File: src/rtl/wasm_instr_loader_pkg.sv
// ============================================================================
// Module      : wasm_instr_loader_pkg
// Description : Shared types and constants for the WASM instruction loader:
//               FSM state encoding, bytecode magic word and write-window
//               widths tied to the instruction memory controller.
// Revision    : 1.0 - initial release
// ============================================================================
`default_nettype none

package wasm_instr_loader_pkg;

  // Instruction memory controller geometry the loader must match
  localparam int c_INSTR_WRITE_WIDTH     = 32;
  localparam int c_LOG_WRITE_WINDOW_SIZE = 2;
  localparam int c_INSTR_BRAM_DEPTH      = 256;

  localparam int c_WR_BYTES  = c_INSTR_WRITE_WIDTH / 8;
  localparam int c_CNT_WIDTH = $clog2(c_INSTR_BRAM_DEPTH) + 1;

  // WebAssembly module header "\0asm", first byte in the low lane
  localparam logic [31:0] c_MAGIC_WORD  = 32'h6D736100;
  localparam int          c_MAGIC_BYTES = 4;

  typedef enum logic [1:0] {
    ST_IDLE  = 2'd0,
    ST_LOAD  = 2'd1,
    ST_DONE  = 2'd2,
    ST_ERROR = 2'd3
  } loader_state_t;

  // Expected header byte at position idx
  function automatic logic [7:0] magic_byte(input logic [1:0] idx);
    return c_MAGIC_WORD[{idx, 3'b000} +: 8];
  endfunction

endpackage

`default_nettype wire

File: src/rtl/wasm_byte_packer.sv
// ============================================================================
// Module      : wasm_byte_packer
// Description : Packs accepted bytes into write-window words. Flushes a word
//               when the window fills or a flush is requested, producing a
//               one-cycle write strobe with the word and its byte count - 1.
// Revision    : 1.0 - initial release
// ============================================================================
`default_nettype none

module wasm_byte_packer #(
  parameter int WR_BYTES     = 4,
  parameter int LOG_WR_BYTES = 2
) (
  input  logic                    clk,
  input  logic                    rst_n,
  input  logic                    i_clear,
  input  logic                    i_byte_valid,
  input  logic [7:0]              i_byte_data,
  input  logic                    i_flush_req,
  output logic                    o_flush,
  output logic [LOG_WR_BYTES:0]   o_flush_nbytes,
  output logic                    o_we,
  output logic [LOG_WR_BYTES-1:0] o_write_pointer_shift_minusone,
  output logic [8*WR_BYTES-1:0]   o_wr_data
);

  logic [8*WR_BYTES-1:0]   r_pack;
  logic [8*WR_BYTES-1:0]   w_pack_next;
  logic [LOG_WR_BYTES-1:0] r_pack_cnt;

  // Current pack register with the incoming byte dropped into its slot
  always_comb begin
    w_pack_next = r_pack;
    w_pack_next[{r_pack_cnt, 3'b000} +: 8] = i_byte_data;
  end

  // The slot counter never holds WR_BYTES: the byte filling the last slot flushes
  assign o_flush        = i_byte_valid &
                          ((r_pack_cnt == LOG_WR_BYTES'(WR_BYTES - 1)) | i_flush_req);
  assign o_flush_nbytes = {1'b0, r_pack_cnt} + 1'b1;

  // Pack register, slot counter and registered write port
  always_ff @(posedge clk or negedge rst_n) begin
    if (!rst_n) begin
      r_pack                         <= '0;
      r_pack_cnt                     <= '0;
      o_we                           <= 1'b0;
      o_wr_data                      <= '0;
      o_write_pointer_shift_minusone <= '0;
    end else begin
      o_we <= o_flush;
      if (i_clear) begin
        r_pack     <= '0;
        r_pack_cnt <= '0;
      end else if (o_flush) begin
        // r_pack is kept zero above the fill point, so unused lanes go out as 0
        o_wr_data                      <= w_pack_next;
        o_write_pointer_shift_minusone <= r_pack_cnt;
        r_pack                         <= '0;
        r_pack_cnt                     <= '0;
      end else if (i_byte_valid) begin
        r_pack     <= w_pack_next;
        r_pack_cnt <= r_pack_cnt + 1'b1;
      end
    end
  end

endmodule

`default_nettype wire

File: src/rtl/wasm_instr_loader.sv
// ============================================================================
// Module      : wasm_instr_loader
// Description : Streams WebAssembly bytecode into the instruction BRAM write
//               port, one byte per cycle, packed into write-window words.
//               Holds the core in reset until the whole image is written and
//               flags images larger than the BRAM.
//               Optional header check: define WASM_LOADER_MAGIC_CHECK_EN to
//               require and strip the 00 61 73 6D module header.
// Revision    : 1.0 - initial release
// ============================================================================
`default_nettype none

module wasm_instr_loader
  import wasm_instr_loader_pkg::*;
#(
  parameter int WR_BYTES     = c_WR_BYTES,
  parameter int LOG_WR_BYTES = c_LOG_WRITE_WINDOW_SIZE,
  parameter int DEPTH        = c_INSTR_BRAM_DEPTH,
  parameter int CNT_WIDTH    = c_CNT_WIDTH
) (
  input  logic                    clk,
  input  logic                    rst_n,
  input  logic                    i_start,
  input  logic [7:0]              s_data,
  input  logic                    s_valid,
  input  logic                    s_last,
  output logic                    s_ready,
  output logic                    o_we,
  output logic [LOG_WR_BYTES-1:0] o_write_pointer_shift_minusone,
  output logic [8*WR_BYTES-1:0]   o_wr_data,
  output logic [CNT_WIDTH-1:0]    o_byte_cnt,
  output logic                    o_done,
  output logic                    o_overflow,
  output logic                    o_magic_error,
  output logic                    o_core_rst_n
);

  loader_state_t         r_state;
  logic                  r_done;
  logic                  r_overflow;
  logic                  r_core_rst_n;
  logic [CNT_WIDTH-1:0]  r_byte_cnt;
  logic [CNT_WIDTH-1:0]  r_accept_cnt;

  logic                  w_accept;
  logic                  w_start;
  logic                  w_byte_write;
  logic                  w_hit_depth;
  logic                  w_flush_req;
  logic                  w_flush;
  logic [LOG_WR_BYTES:0] w_flush_nbytes;
  logic [CNT_WIDTH-1:0]  w_total_next;

  assign s_ready  = (r_state == ST_LOAD);
  assign w_accept = s_valid & s_ready;
  // A start pulse during LOAD is ignored
  assign w_start  = i_start & (r_state != ST_LOAD);

`ifdef WASM_LOADER_MAGIC_CHECK_EN
  logic [2:0] r_hdr_cnt;
  logic       r_magic_error;
  logic       w_in_hdr;
  logic       w_hdr_bad;

  // Header bytes are consumed here and never reach the packer
  assign w_in_hdr      = (r_hdr_cnt < 3'(c_MAGIC_BYTES));
  assign w_hdr_bad     = w_accept & w_in_hdr &
                         ((s_data != magic_byte(r_hdr_cnt[1:0])) | s_last);
  assign w_byte_write  = w_accept & ~w_in_hdr;
  assign o_magic_error = r_magic_error;
`else
  assign w_byte_write  = w_accept;
  assign o_magic_error = 1'b0;
`endif

  // The byte that fills the BRAM forces a flush even without s_last
  assign w_total_next = r_accept_cnt + 1'b1;
  assign w_hit_depth  = w_byte_write & (w_total_next == CNT_WIDTH'(DEPTH));
  assign w_flush_req  = s_last | w_hit_depth;

  wasm_byte_packer #(
    .WR_BYTES     (WR_BYTES),
    .LOG_WR_BYTES (LOG_WR_BYTES)
  ) u_packer (
    .clk                            (clk),
    .rst_n                          (rst_n),
    .i_clear                        (w_start),
    .i_byte_valid                   (w_byte_write),
    .i_byte_data                    (s_data),
    .i_flush_req                    (w_flush_req),
    .o_flush                        (w_flush),
    .o_flush_nbytes                 (w_flush_nbytes),
    .o_we                           (o_we),
    .o_write_pointer_shift_minusone (o_write_pointer_shift_minusone),
    .o_wr_data                      (o_wr_data)
  );

  // Load FSM with byte counters, status flags and core reset release
  always_ff @(posedge clk or negedge rst_n) begin
    if (!rst_n) begin
      r_state       <= ST_IDLE;
      r_done        <= 1'b0;
      r_overflow    <= 1'b0;
      r_core_rst_n  <= 1'b0;
      r_byte_cnt    <= '0;
      r_accept_cnt  <= '0;
`ifdef WASM_LOADER_MAGIC_CHECK_EN
      r_hdr_cnt     <= '0;
      r_magic_error <= 1'b0;
`endif
    end else begin
      case (r_state)
        ST_LOAD: begin
          // Byte count moves with the strobe so it matches what was written
          if (w_flush)
            r_byte_cnt <= r_byte_cnt + CNT_WIDTH'(w_flush_nbytes);
          if (w_byte_write)
            r_accept_cnt <= w_total_next;
          if (w_byte_write && s_last) begin
            r_state <= ST_DONE;
            r_done  <= 1'b1;
          end else if (w_hit_depth) begin
            r_state    <= ST_ERROR;
            r_overflow <= 1'b1;
          end
`ifdef WASM_LOADER_MAGIC_CHECK_EN
          if (w_accept && w_in_hdr) begin
            if (w_hdr_bad) begin
              r_state       <= ST_ERROR;
              r_magic_error <= 1'b1;
            end else begin
              r_hdr_cnt <= r_hdr_cnt + 3'd1;
            end
          end
`endif
        end
        default: begin
          if (i_start) begin
            r_state       <= ST_LOAD;
            r_done        <= 1'b0;
            r_overflow    <= 1'b0;
            r_byte_cnt    <= '0;
            r_accept_cnt  <= '0;
`ifdef WASM_LOADER_MAGIC_CHECK_EN
            r_hdr_cnt     <= '0;
            r_magic_error <= 1'b0;
`endif
          end
        end
      endcase
      // Released one cycle after entering DONE, dropped one cycle after leaving
      r_core_rst_n <= (r_state == ST_DONE);
    end
  end

  assign o_done       = r_done;
  assign o_overflow   = r_overflow;
  assign o_core_rst_n = r_core_rst_n;
  assign o_byte_cnt   = r_byte_cnt;

endmodule

`default_nettype wire

File: config.mk
export PLATFORM = sky130hd
export DESIGN_NAME = wasm_instr_loader
export DESIGN_NICKNAME = d
export VERILOG_FILES = /design/src/rtl/wasm_instr_loader_pkg.sv /design/src/rtl/wasm_byte_packer.sv /design/src/rtl/wasm_instr_loader.sv
export SDC_FILE = /design/constraint.sdc
export NUM_CORES = 1
export LEC_CHECK = 0
export BUFFER_PORTS_ARGS = -buffer_cell sky130_fd_sc_hd__buf_2
export CORE_MARGIN = 3
export CORE_UTILIZATION = 45
export DETAILED_ROUTE_END_ITERATION = 6
export PLACE_DENSITY = 0.69
export SLEW_MARGIN = 20
export SYNTH_ARGS = -nofsm -noshare
export SYNTH_HDL_FRONTEND = slang
export SYNTH_HIERARCHICAL = 1
export SYNTH_SLANG_ARGS = --single-unit
File: constraint.sdc
create_clock -name clk -period 5.11 [get_ports clk]
set_clock_uncertainty 0.1 [all_clocks]
set_input_delay 0 -clock clk [delete_from_list [all_inputs] [get_ports clk]]
set_output_delay 0 -clock clk [all_outputs]
set_load 0.02 [all_outputs]
## After elaboration in Yosys (flattened, before gate mapping)

Index checks and enable logic that the tools add are counted.

| storage, ports and cells | value |
|---|---|
| bits in registers | 92 |
| bits of input ports | 13 |
| output and inout port bits | 49 |
| logic and storage cells | 67 |

| cells by class | value |
|---|---|
| add/subtract/negate cells | 5 |
| equality and inequality tests | 11 |
| shift operators | 2 |
| muxes and demuxes | 22 |
| bitwise gates (word level) | 7 |
| reduce and logical (&&, ||, !) cells | 9 |

Operators with widths:

| operator | count |
|---|---|
| 2-to-1 mux 32 bit | 3 |
| 2-to-1 mux 9 bit | 5 |
| bitwise mux 32 bit | 1 |
| variable shift 8 x 7 -> 32 bit, first input constant | 1 |
| indexed part select 8 x 7 -> 32 bit | 1 |
| 2-to-1 mux 2 bit | 7 |
| != test 2 x 1 -> 1 bit, second input constant | 5 |
| AND reduction 2 bit | 5 |
| adder 9 x 1 -> 9 bit, second input constant | 1 |
| adder 9 x 3 -> 9 bit | 1 |
| == test 9 bit, second input constant | 1 |
| negation 5 -> 7 bit | 1 |
| 2-to-1 mux 1 bit | 6 |
| AND 1 bit | 4 |
| == test 2 bit, second input constant | 2 |
| adder 2 x 1 -> 3 bit, second input constant | 1 |
| != test 3 x 1 -> 1 bit, second input constant | 1 |
| AND reduction 3 bit | 1 |
| nonzero test 3 bit | 1 |
| adder 2 x 1 -> 2 bit, second input constant | 1 |
| == test 2 x 1 -> 1 bit, second input constant | 1 |
| != test 2 bit, second input constant | 1 |
| OR 1 bit | 2 |
| nonzero test 2 bit | 1 |
| other kinds (2) | 2 |

## Longest topological paths before layout

Gate-level depths: netlist of the first run.

| logic depth | value |
|---|---|
| word-level depth | 8 |
| depth in mapped cells | 11 |
| depth with buffers taken out | 10 |

## Cells and area by module

The synthesis of the first run kept the hierarchy.

By module, submodules not included:

| module | times used | cells an instance | area an instance (sq um) | sequential area each (sq um) |
|---|---|---|---|---|
| wasm_byte_packer | 1 | 265 | 3168.0 | 1726.7 |
| wasm_instr_loader | 1 | 120 | 1188.6 | 575.6 |

## Worst setup path before layout of the first run

OpenSTA, ideal clock, no wires.

| timing path | value |
|---|---|
| path kind | register to register |
| from | register r_accept_cnt[5] |
| to | register r_byte_cnt[8] (netlist: o_byte_cnt[8]) |
| setup time | 77 ps |
| arrival | 2976 ps |
| data required time | 4933 ps |
| slack | 1957 ps |
| cell stages (with the launch flop) | 12 |
| path buffers | 1 |
| clock period less this slack | 3153 ps |
| path through | dfrtp_1 or4_1 nor4b_2 o2111ai_1 nand2b_1 or2_1 clkbuf_1 and2_1 and4b_1 nand4_1 or3_1 a21oi_1 |

| on the way | value |
|---|---|
| longest elaborated chain between the ends | 8 |

Ends and longest elaborated chain:

| what | line | RTL |
|---|---|---|
| start, declared | wasm_instr_loader.sv:43 | `logic [CNT_WIDTH-1:0] r_accept_cnt;` |
| start signal, assigned | wasm_instr_loader.sv:118 | `r_accept_cnt <= w_total_next;` |
| adder 9 x 1 -> 9 bit | wasm_instr_loader.sv:77 | `assign w_total_next = r_accept_cnt + 1'b1;` |
| == test 9 bit | wasm_instr_loader.sv:78 | `assign w_hit_depth = w_byte_write & (w_total_next == CNT_WIDTH'(DEPTH));` |
| AND 1 bit | wasm_instr_loader.sv:78 |  |
| OR 1 bit | wasm_instr_loader.sv:79 | `assign w_flush_req = s_last \| w_hit_depth;` |
| via w_flush_req | wasm_instr_loader.sv:49 | `logic w_flush_req;` |
| OR 1 bit | wasm_byte_packer.sv:39 | `((r_pack_cnt == LOG_WR_BYTES'(WR_BYTES - 1)) \| i_flush_req);` |
| AND 1 bit | wasm_byte_packer.sv:38 | `assign o_flush = i_byte_valid &` |
| via w_flush | wasm_instr_loader.sv:50 | `logic w_flush;` |
| != test 2 x 1 -> 1 bit (no line) | -- |  |
| AND reduction 2 bit (no line) | -- |  |
| end signal, assigned | wasm_instr_loader.sv:116 | `r_byte_cnt <= r_byte_cnt + CNT_WIDTH'(w_flush_nbytes);` |
| end, declared | wasm_instr_loader.sv:42 | `logic [CNT_WIDTH-1:0] r_byte_cnt;` |

The timed path passes the listed nets, and every way through them passes these cells.
A chain may end at the register's enable or synchronous reset.

## Final worst setup path of the first run

| timing path | value |
|---|---|
| from | register r_state[1] |
| to | register r_byte_cnt[8] (netlist: o_byte_cnt[8]) |

| on the way | value |
|---|---|
| longest elaborated chain between the ends | 8 |
| elaborated cells between the ends (all ways) | 10 |
| those cells by class | eq/ne: 2; mux: 1; bitwise: 5; reduce/logical: 2 |

Ends and longest elaborated chain:

| what | line | RTL |
|---|---|---|
| start, declared | wasm_instr_loader.sv:38 | `loader_state_t r_state;` |
| start signal, assigned | wasm_instr_loader.sv:101 | `r_state <= ST_IDLE;` |
| start signal, assigned | wasm_instr_loader.sv:120 | `r_state <= ST_DONE;` |
| start signal, assigned | wasm_instr_loader.sv:123 | `r_state <= ST_ERROR;` |
| == test 2 x 1 -> 1 bit | wasm_instr_loader.sv:54 | `assign s_ready = (r_state == ST_LOAD);` |
| AND 1 bit | wasm_instr_loader.sv:55 | `assign w_accept = s_valid & s_ready;` |
| AND 1 bit | wasm_instr_loader.sv:78 |  |
| OR 1 bit | wasm_instr_loader.sv:79 |  |
| via w_flush_req | wasm_instr_loader.sv:49 |  |
| OR 1 bit | wasm_byte_packer.sv:39 |  |
| AND 1 bit | wasm_byte_packer.sv:38 |  |
| via w_flush | wasm_instr_loader.sv:50 |  |
| != test 2 x 1 -> 1 bit (no line) | -- |  |
| AND reduction 2 bit (no line) | -- |  |

The timed path passes the listed nets, and every way through them passes these cells.

==> summary.txt, run 1 <==
Run status
  • Status: completed

Clock tree
  • # clock sinks: 92
  • H-tree levels: 3
  • Maximum clock insertion buffer count: 2
  • Post-CTS sizing: 0
  • Root buffer cell: clkbuf_8
  • Skew-Pair Late Insertion Delay: 0.36 ns
  • Clock transition at path regs: 0.10 ns
  • TritonCTS Buffers: 9
  • CTS tree: done

Power
  • Psw: 0.0007629 W
  • Combinational share of power: 0.306
  • Net Sw Frac: 0.3777
  • Leak: approximately 2.3 nW
  • Pwr/cell area: 401.2 nW/um2
  • Sequential share of power: 0.459
  • Clock Power Share: 0.235
  • Worst VDD drop: 0.1613 mV
  • Internal power: 0.001257 W

Die
  • Core area: ~9300 um2
  • DIE WIDTH: 104.4 um
  • Initial Util: 0.4671
  • # IOs: a little over 60
  • FP Rows: 35
  • Die ar.: 10,900 um2
  • Die Y: 104.4 um

Final layout
  • Multi-input logic area: about 1900 um2
  • Filler Cells Inserted: 829
  • Share of cells above drive strength 1: 0.2424
  • Final nets: 477
  • # diodes: 0
  • Synth-to-Final Area Change: 15.54%
  • FF/Latch Area: about 2300 um2
  • Final cell count without fillers: about 590

Worst setup path
  • Arrival time worst endpoint: 4.01 ns
  • Crit Path Max Fanout: 22
  • Worst Setup End Kind: flip-flop
  • Startpoint types: flip-flop
  • Crit Path Class: flip-flop to flip-flop
  • WP data required: about 5.3 ns

Worst hold path
  • HP Class: primary input to async pin

STA
  • Total negative slack: 0 ns
  • Worst-Margin Slew: 0.9340 ns
  • Final Max Tran Viols: 0
  • Final hold vios: 0
  • Hold slack: approximately 0.019 ns
  • Tcrit/Tclk final: 0.7481
  • Maximum clock rate: between 200 and 300 MHz
  • Fin crit period: between 3 and 4 ns
  • RSZ-0062 raised after global routing: false
  • Setup violations, final: 0
  • Worst rel slew slack: 0.3751

Detailed routing
  • Drt pass-1 iters: 4
  • Count of nets left with antenna violations after detail routing: 0
  • Routed wire per std cell: 17.28 um
  • DRT Wirelength: 10,150 um
  • First DRT Iteration DRCs: 229
  • Remaining DRCs: 0
  • Vias/cell: 5.717
  • Vias: around 3,400

Placed design
  • Gpl congestion: 0.8225
  • DP Cell Count: 560
  • PortBufs: 60
  • Hpwl dp: 6994 um

Run
  • Max-cap viol count: 0

Logic synthesis
  • Yosys cell types: 51
  • Avg Inst Size Synth: 11.32 um2
  • Synthesized Nets: 409
  • Largest area contributor in the netlist: dfrtp_1
  • Top post-synthesis cells by area: dfrtp_1 (53%), a21oi_1 (5.9%), o2bb2ai_1 (5.0%)
  • Cells after Synth: 385
  • Synthesized area: ~4400 um2
  • Synthesis Warnings: 6
  • Synth Register Bits: 92
  • Sequential fraction of the synthesis area: 0.5284
  • Area share of the largest cell type after synthesis: 0.5284

Global routing
  • Vias in the first global route: 3,399
  • Grt total ovfl: 0
  • Largest net degree at the start of global routing: 58
  • Initial antenna violation count: 0
  • GRT Total Usage: 0.1978
  • Global-route wire length before repair: 17,480 um
## worst paths after layout
| kind | from | endpoint | slack (ns) | depth (start not counted) |
|---|---|---|---|---|
| max reg2reg | r_state[1] | o_byte_cnt[8] | 1.29 | 10 |
| max in group asynchronous | rst_n | r_accept_cnt[2] | 3.82 | 3 |
| min | rst_n | u_packer/o_wr_data[6] | 0.02 | 2 |
| min in group clk | s_valid | r_accept_cnt[8] | 0.05 | 3 |
| min reg2reg | o_overflow | o_overflow | 0.38 | 2 |
| max | r_state[1] | o_byte_cnt[8] | 1.29 | 10 |
## layout make-up
cell class,count,area share
Inverter,12,0.008949
Multi-Input combinational cell,261,0.3726
Clock inverter,6,0.01069
Timing Repair Buffer,77,0.09098
Tap cell,129,0.03207
Clock buffer,10,0.02734
Sequential cell,92,0.4574
## logic make-up after synthesis
family | count (synthesis) | synth area share
adders and majority gates | 11 | 0.03331
AOI/OAI and AO/OA | 145 | 0.2341
muxes | 15 | 0.04567
and+or+nand+nor | 87 | 0.1126
buffers and inverters | 32 | 0.04107
xor gates and xnor gates | 2 | 0.004021
other | 1 | 0.0008607
DFF | 92 | 0.5284
## metrics by stage
stage               cell area, um2  power (W)  setup WS, ns    util
finish                        5034   0.002020         1.287  0.5396
global route                  5034   0.002151        0.9870  0.5396
CTS                           5034   0.002037         1.355  0.5396
detailed placement            4732   0.001552         1.384  0.5073
global placement              4732   0.001536         1.481  0.5073
floorplan                     4357   0.001346         1.957       -
## cells in the final DEF, fill, tap and decap left out, types with 11 or more instances in the layout
cell           netlist  routed
inv_1               12      12
nor2b_1             11      11
dlygate4sd3_1        0      11
nand2_1             30      30
o21ai_0             14      14
o2bb2ai_1           25      25
a21oi_1             51      51
dfrtp_1             92      92
a32o_1              12      12
buf_2                5      59
## synthesized netlist by cell type (all sizes together)
| cell type | n |
|---|---|
| a21o | 1 |
| a21oi | 53 |
| a22o | 12 |
| a31oi | 6 |
| a32o | 12 |
| a32oi | 7 |
| a41oi | 1 |
| and2 | 5 |
| and3 | 4 |
| and3b | 1 |
| and4b | 1 |
| buf | 13 |
| clkbuf | 7 |
| conb | 1 |
| dfrtp | 92 |
| fa | 1 |
| ha | 10 |
| inv | 12 |
| mux2 | 15 |
| nand2 | 30 |
| nand2b | 3 |
| nand3 | 7 |
| nand3b | 3 |
| nand4 | 4 |
| nor2 | 6 |
| nor2b | 11 |
| nor3 | 1 |
| nor4b | 3 |
| nor4bb | 1 |
| o2111ai | 3 |
| o211ai | 3 |
| o21a | 2 |
| o21ai | 15 |
| o2bb2ai | 25 |
| o31ai | 4 |
| o41ai | 1 |
| or2 | 1 |
| or3 | 5 |
| or4 | 1 |
| xnor2 | 1 |
| xor2 | 1 |
## routing by layer
layer  vias up  share of wire  GRT usage
met4         0         0.0088    0.05603
met2        98           0.47     0.3021
met1      1664           0.48     0.2860
met5         -              0          0
met3         6          0.048    0.04035
li1       1588              -          -
## worst max-delay path: stages (launching register included)
cell	delay [ns]
dfrtp_1	0.42
nand3b_1	0.35
inv_1	0.53
o2111ai_1	0.25
nand2b_1	0.21
or2_1	0.65
and2_1	0.27
and4b_1	0.27
nand4_1	0.18
or3_1	0.38
a21oi_1	0.14
## power groups by stage
stage               Sequential (W)  Combinational (W)  Clock [W]
global placement          0.000936           0.000600          0
detailed placement        0.000940           0.000612          0
finish                    0.000926           0.000618   0.000475
global route              0.000946           0.000682   0.000523
floorplan                  0.00103           0.000312          0
CTS                       0.000926           0.000621   0.000490
## flip-flops by register name, indices dropped and copies added (netlist names)
register                                 flops
r_accept_cnt                                 9
u_packer/o_write_pointer_shift_minusone      2
o_core_rst_n                                 1
o_byte_cnt                                   9
u_packer/o_we                                1
u_packer/o_wr_data                          32
u_packer/r_pack_cnt                          2
r_state                                      2
u_packer/r_pack                             32
o_overflow                                   1
o_done                                       1
## repair_timing
item                      CTS  global route
hold endpoints to repair   88             0
hold buffers               11             0
setup buffers               0             0
(Power assumes the default switching activity.)
==> run 2, diff against run 1 <==
Clock period 5.11 ns to 3.6 ns, I/O delays scaled along.
==> summary.txt, run 2 (synthesis gave the netlist of run 1 again) <==
Die
  • Die ar.: 10,900 um2
  • Core area: 9328 um2
  • FP Rows: 35
  • DIE WIDTH: 104.4 um
  • Die Y: 104.4 um
  • # IOs: 62
  • Initial Util: 0.4671

Final layout
  • Synth-to-Final Area Change: 16.71%
  • Registers with the most flip-flops: u_packer/o_wr_data (32), u_packer/r_pack (32)
  • Filler Cells Inserted: roughly 830
  • # diodes: 0
  • Final nets: 481
  • Commonest non-fill, non-tap cell in the layout: dfrtp_1
  • Most frequent cells in the layout: dfrtp_1 (92), buf_2 (59), a21oi_1 (51)
  • Share of cells above drive strength 1: 0.2468

STA
  • Setup violations, final: 0
  • Tcrit/Tclk final: 0.8807
  • Worst rel slew slack: 0.4249
  • Final hold vios: 0
  • Worst Slack Setup Final: 0.4296 ns
  • Final Max Tran Viols: 0
  • RSZ-0062 raised after global routing: false
  • Total negative slack: 0 ns
  • Maximum clock rate: 315.4 MHz
  • Fin crit period: 3.170 ns
  • Worst-Margin Slew: 0.8627 ns

Clock tree
  • CTS tree: done
  • Post-CTS Repair Setup Buffers: 0
  • Maximum clock insertion buffer count: 2
  • TritonCTS Buffers: 9
  • Root buffer cell: clkbuf_8
  • Clock transition at path regs: 0.09 ns
  • H-tree levels: 3
  • # clock sinks: 92
  • Skew-Pair Late Insertion Delay: 0.36 ns

Worst setup path
  • Crit-path max cell delay: between 0.5 and 0.6 ns
  • WP data required: 3.78 ns
  • R2R depth: 10
  • Crit Path Max Fanout: 7
  • Startpoint types: flip-flop
  • Crit Reg-Reg Endpoint: o_byte_cnt[8]
  • R2r startpoint: r_accept_cnt[5]
  • CP cell instances: or4_1 -> nor4b_2 -> o2111ai_1 -> nand2b_1 -> or2_1 -> and2_1 -> and4b_1 -> nand4_1 -> or3_1 -> a21oi_1
  • Arrival time worst endpoint: 3.35 ns
  • Worst Setup End Kind: flip-flop
  • Crit Path Class: flip-flop to flip-flop
  • CP max stage cell: or4_1
  • FF-to-FF setup slack: 0.43 ns

Power
  • Leak: ~2.3 nW
  • Pwr/cell area: 569.9 nW/um2
  • Worst VDD drop: between 0.2 and 0.25 mV
  • Power Total: 0.002898 W

Placed design
  • Gpl congestion: 0.8418
  • PortBufs: 60
  • Hpwl dp: 7058 um
  • Pre-CTS WS: 0.5044 ns

Run
  • Max-cap viol count: 0

Global routing
  • Largest net degree at the start of global routing: 70
  • M2 GR Usage: 0.2938
  • Global-route wire length before repair: 17,450 um
  • Grt met3 use: 0.03042
  • Initial antenna violation count: 0
  • GRT Total Usage: 0.1941
  • GRT met1 Usage: 0.2810
  • Vias in the first global route: 3,431
  • Busiest grt layer: met2
  • Grt total ovfl: 0

Detailed routing
  • Drt pass-1 iters: 4
  • Remaining DRCs: 0
  • Vias: around 3,400
  • Vias/cell: 5.821
  • First DRT Iteration DRCs: between 100 and 150
  • Routed wire per std cell: between 15 and 20 um
  • DRT Wirelength: between 10,000 and 15,000 um
  • Count of nets left with antenna violations after detail routing: 0

Worst hold path
  • HP Class: primary input to flip-flop
  • Hold EP: r_accept_cnt[8]
  • Hold path depth: 3
  • Hold Path Origin: s_valid

Run status
  • Status: completed
[run 2: repair_timing]
item | CTS | global route
gates resized for setup | 0 | 0
hold buffers | 11 | 0
endpoints found under the hold margin | 122 | 0
[run 2: worst max-delay path, delay by kind of cell, from the launching register on]
family | cells | cell delay, ns
AOI/OAI and AO/OA | 2 | 0.34
DFF | 1 | 0.45
and+or+nand+nor | 8 | 2.19
[run 2: worst max path at each step]
stage | to | slack, ns | from
6_report | o_byte_cnt[8] | 0.43 | r_accept_cnt[5]
3_5_place_dp | o_byte_cnt[8] | 0.50 | r_accept_cnt[5]
2_1_floorplan | o_byte_cnt[8] | 0.45 | r_accept_cnt[5]
5_1_grt | o_byte_cnt[8] | 0.27 | r_accept_cnt[5]
4_1_cts | o_byte_cnt[8] | 0.45 | r_accept_cnt[5]
3_3_place_gp | o_byte_cnt[8] | 0.59 | r_accept_cnt[5]
[run 2: cell type report]
class	count	area (um2)	area share
clock buffer	10	127.6	0.02510
clock inverter	6	72.57	0.01427
inverter	12	45.04	0.008858
multi-input combinational	261	1876	0.3688
sequential	92	2302	0.4528
tap	129	161.4	0.03174
timing repair buffer	81	500.5	0.09843
[run 2: where the power goes]
group	total [W]	internal, W	switching [W]
clock network	0.000702	0.000328	0.000375
registers	0.00131	0.00119	0.000120
logic	0.000883	0.000316	0.000566
[run 2: routing by layer]
layer | wire length (um) | vias up
met4 | 180 | 0
met2 | 4698 | 102
met3 | 466 | 17
met1 | 4847 | 1726
met5 | 0 | -
li1 | - | 1595
[run 2: per-stage QoR]
stage                     hold slack, ns  instances  cell area (um2)  utilization
after global placement           0.07014        564             4775       0.5119
after detailed placement         0.07650        564             4775       0.5119
final                             0.1022        591             5085       0.5451
after global routing             0.09846        591             5085       0.5451
after CTS                        0.07049        591             5085       0.5451
after floorplan                  -0.3956        385             4357            -
==> run 3, diff against run 2 <==
Settings changed: ABC_AREA set to 1.
Clock period 3.6 ns to 3.5 ns, I/O delays scaled along.
==> summary.txt, run 3 <==
Run status
  • Status: completed

Worst setup path
  • Crit Path Max Fanout: 11
  • Worst Setup End Kind: flip-flop
  • FF-to-FF setup slack: around 0.72 ns
  • WP data required: 3.65 ns
  • CP cell instances: inv_2 -> ha_1 -> inv_1 -> fa_1 -> or2_2 -> nand2_1 -> nand4_1 -> nor3_1 -> nand2_1 -> o21ai_0 -> inv_1
  • Crit-path max cell delay: ~0.57 ns
  • Arrival time worst endpoint: 2.93 ns
  • Crit Path Class: flip-flop to flip-flop
  • CP max stage cell: dfrtp_1
  • Startpoint types: flip-flop

Clock tree
  • Root buffer cell: clkbuf_8
  • CTS tree: done
  • Skew-Pair Late Insertion Delay: 0.35 ns
  • H-tree levels: 3
  • Hold bufs inserted after CTS: 12
  • Clock transition at path regs: 0.09 ns
  • # clock sinks: 92
  • Maximum clock insertion buffer count: 2
  • TritonCTS Buffers: 9
  • Post-CTS Repair Setup Buffers: 0
  • Post-CTS sizing: 0

Final layout
  • Registers with the most flip-flops: u_packer/o_wr_data (32), u_packer/r_pack (32)
  • Commonest non-fill, non-tap cell in the layout: nand2_1
  • Most frequent cells in the layout: nand2_1 (326), dfrtp_1 (92), buf_2 (59)
  • Final nets: 700
  • Filler Cells Inserted: 968
  • Final instance area: 5358 um2
  • Synth-to-Final Area Change: 16.90%
  • Share of cells above drive strength 1: 0.1557
  • # diodes: 0

Detailed routing
  • Met3 WL: 352 um
  • DRT Wirelength: 10,470 um
  • Count of nets left with antenna violations after detail routing: 0
  • M1 wire length: approximately 5000 um
  • Remaining DRCs: 0
  • First DRT Iteration DRCs: 213
  • Drt pass-1 iters: 5
  • Top routing layer in use: met4
  • Met2 wire len: 4990 um
  • Vias: between 3,000 and 4,000
  • Vias/cell: 4.819
  • Routed wire per std cell: roughly 13 um

Placed design
  • Gpl congestion: 0.8805
  • Placed cell area: 4999 um2
  • Hpwl dp: 7366 um
  • PortBufs: 60

STA
  • Final Max Tran Viols: 0
  • RSZ-0062 raised after global routing: false
  • Worst-Margin Slew: 1.044 ns
  • Final hold vios: 0
  • Worst rel slew slack: 0.3030
  • Total negative slack: 0 ns
  • Tcrit/Tclk final: 0.7933
  • Maximum clock rate: 360.2 MHz
  • Fin crit period: between 2 and 3 ns
  • Setup violations, final: 0

Logic synthesis
  • Cells after Synth: 604
  • Yosys cell types: 34
  • Post-Synth XOR/XNOR Area: 0.001911
  • Area share of the largest cell type after synthesis: 0.5023
  • Compound-Gate Fraction of Synth Area: 0.03767
  • Mux contribution to synthesized area: 0
  • Largest area contributor in the netlist: dfrtp_1
  • Most common cell in the netlist: nand2_1
  • Synthesized area: 4583 um2
  • Synthesis Warnings: 6
  • Prevailing post-synth register cell: dfrtp_1
  • Largest family of logic cells by synthesized area: simple AND/OR/NAND/NOR gates
  • Avg Inst Size Synth: 7.588 um2
  • Ys async rst share: 1.000
  • Adder-cell share of the synthesized area: 0.03167
  • Sequential fraction of the synthesis area: 0.5023
  • Top post-synthesis cells by area: dfrtp_1 (50%), nand2_1 (27%), inv_1 (3.8%)
  • Synth Register Bits: between 90 and 100
  • Synthesized Nets: 628
  • Simple-gate area share of the yosys netlist: 0.3617
  • Post-synth EDFFs: 0
  • Synth top cells by count: nand2_1 (326), dfrtp_1 (92), inv_1 (46)

Power
  • Leak: a little over 3 nW
  • Worst VDD drop: 0.2689 mV
  • Pwr/cell area: 602.9 nW/um2

Global routing
  • Grt total ovfl: 0
  • Vias in the first global route: a little under 4,000
  • Global-route wire length before repair: 18,510 um
  • Largest net degree at the start of global routing: 80
  • GRT Total Usage: 0.1999
  • Initial antenna violation count: 0

Worst hold path
  • HP Class: primary input to async pin

Die
  • Die Y: 106.9 um
  • FP Rows: 36
  • Initial Util: 0.4667
  • # IOs: just over 60
  • Die ar.: between 10,000 and 15,000 um2
  • Core area: about 10000 um2
  • DIE WIDTH: approximately 110 um

Run
  • Max-cap viol count: 0
-- run 3: logic make-up after synthesis --
family,Yosys count
adders and majority gates,11
other,1
xor gates and xnor gates,1
AOI/OAI and AO/OA,31
and+or+nand+nor,398
DFF,92
buffers and inverters,70
-- run 3: final timing paths --
kind | from | endpoint | depth (start not counted)
setup / recovery | u_packer/r_pack_cnt[0] | o_byte_cnt[8] | 11
hold / removal | rst_n | u_packer/o_wr_data[25] | 2
setup reg to reg | u_packer/r_pack_cnt[0] | o_byte_cnt[8] | 11
hold reg to reg | u_packer/o_wr_data[29] | u_packer/o_wr_data[29] | 2
max in group asynchronous | rst_n | o_byte_cnt[4] | 3
min in group clk | u_packer/o_wr_data[29] | u_packer/o_wr_data[29] | 2
-- run 3: routing by layer --
metal	vias up	GRT usage
li1	2005	-
met3	12	0.04275
met5	-	0
met2	71	0.3156
met4	0	0.05297
met1	1835	0.2813
-- run 3: metrics by stage --
stage	utilization	std cells	total power, W	worst slack (ns)	hold WS (ns)
final	0.5456	814	0.003230	0.7234	0.2464
after global routing	0.5456	814	0.003467	0.4888	0.3034
after CTS	0.5456	814	0.003263	0.7400	0.2736
after detailed placement	0.5090	786	0.002397	0.7545	0.1262
after global placement	0.5090	786	0.002382	0.8456	0.1194
after floorplan	-	604	0.002082	0.9740	-0.3956
-- run 3: final cells by class --
| class | count | area (um2) | area share |
|---|---|---|---|
| tap | 133 | 166.4 | 0.03106 |
| clock buffer | 10 | 127.6 | 0.02382 |
| inverter | 55 | 209.0 | 0.03900 |
| timing repair buffer | 76 | 452.9 | 0.08454 |
| clock inverter | 6 | 111.4 | 0.02078 |
| sequential | 92 | 2302 | 0.4297 |
| multi-input combinational | 442 | 1988 | 0.3711 |
-- run 3: where the power goes --
part	internal, W	leakage [nW]	total (W)	switching [W]
logic	0.000298	1.74	0.00106	0.000764
registers	0.00121	1.26	0.00132	0.000108
clock network	0.000476	0.117	0.000846	0.000370
-- run 3: critical path, delay by kind of cell (launching register included) --
family | cells | cell delay, ns
buffers and inverters | 3 | 0.31
flip-flops | 1 | 0.57
AND/OR/NAND/NOR | 5 | 0.79
AO/OA/AOI/OAI | 1 | 0.07
adder cells (fa/ha/maj) | 2 | 0.82
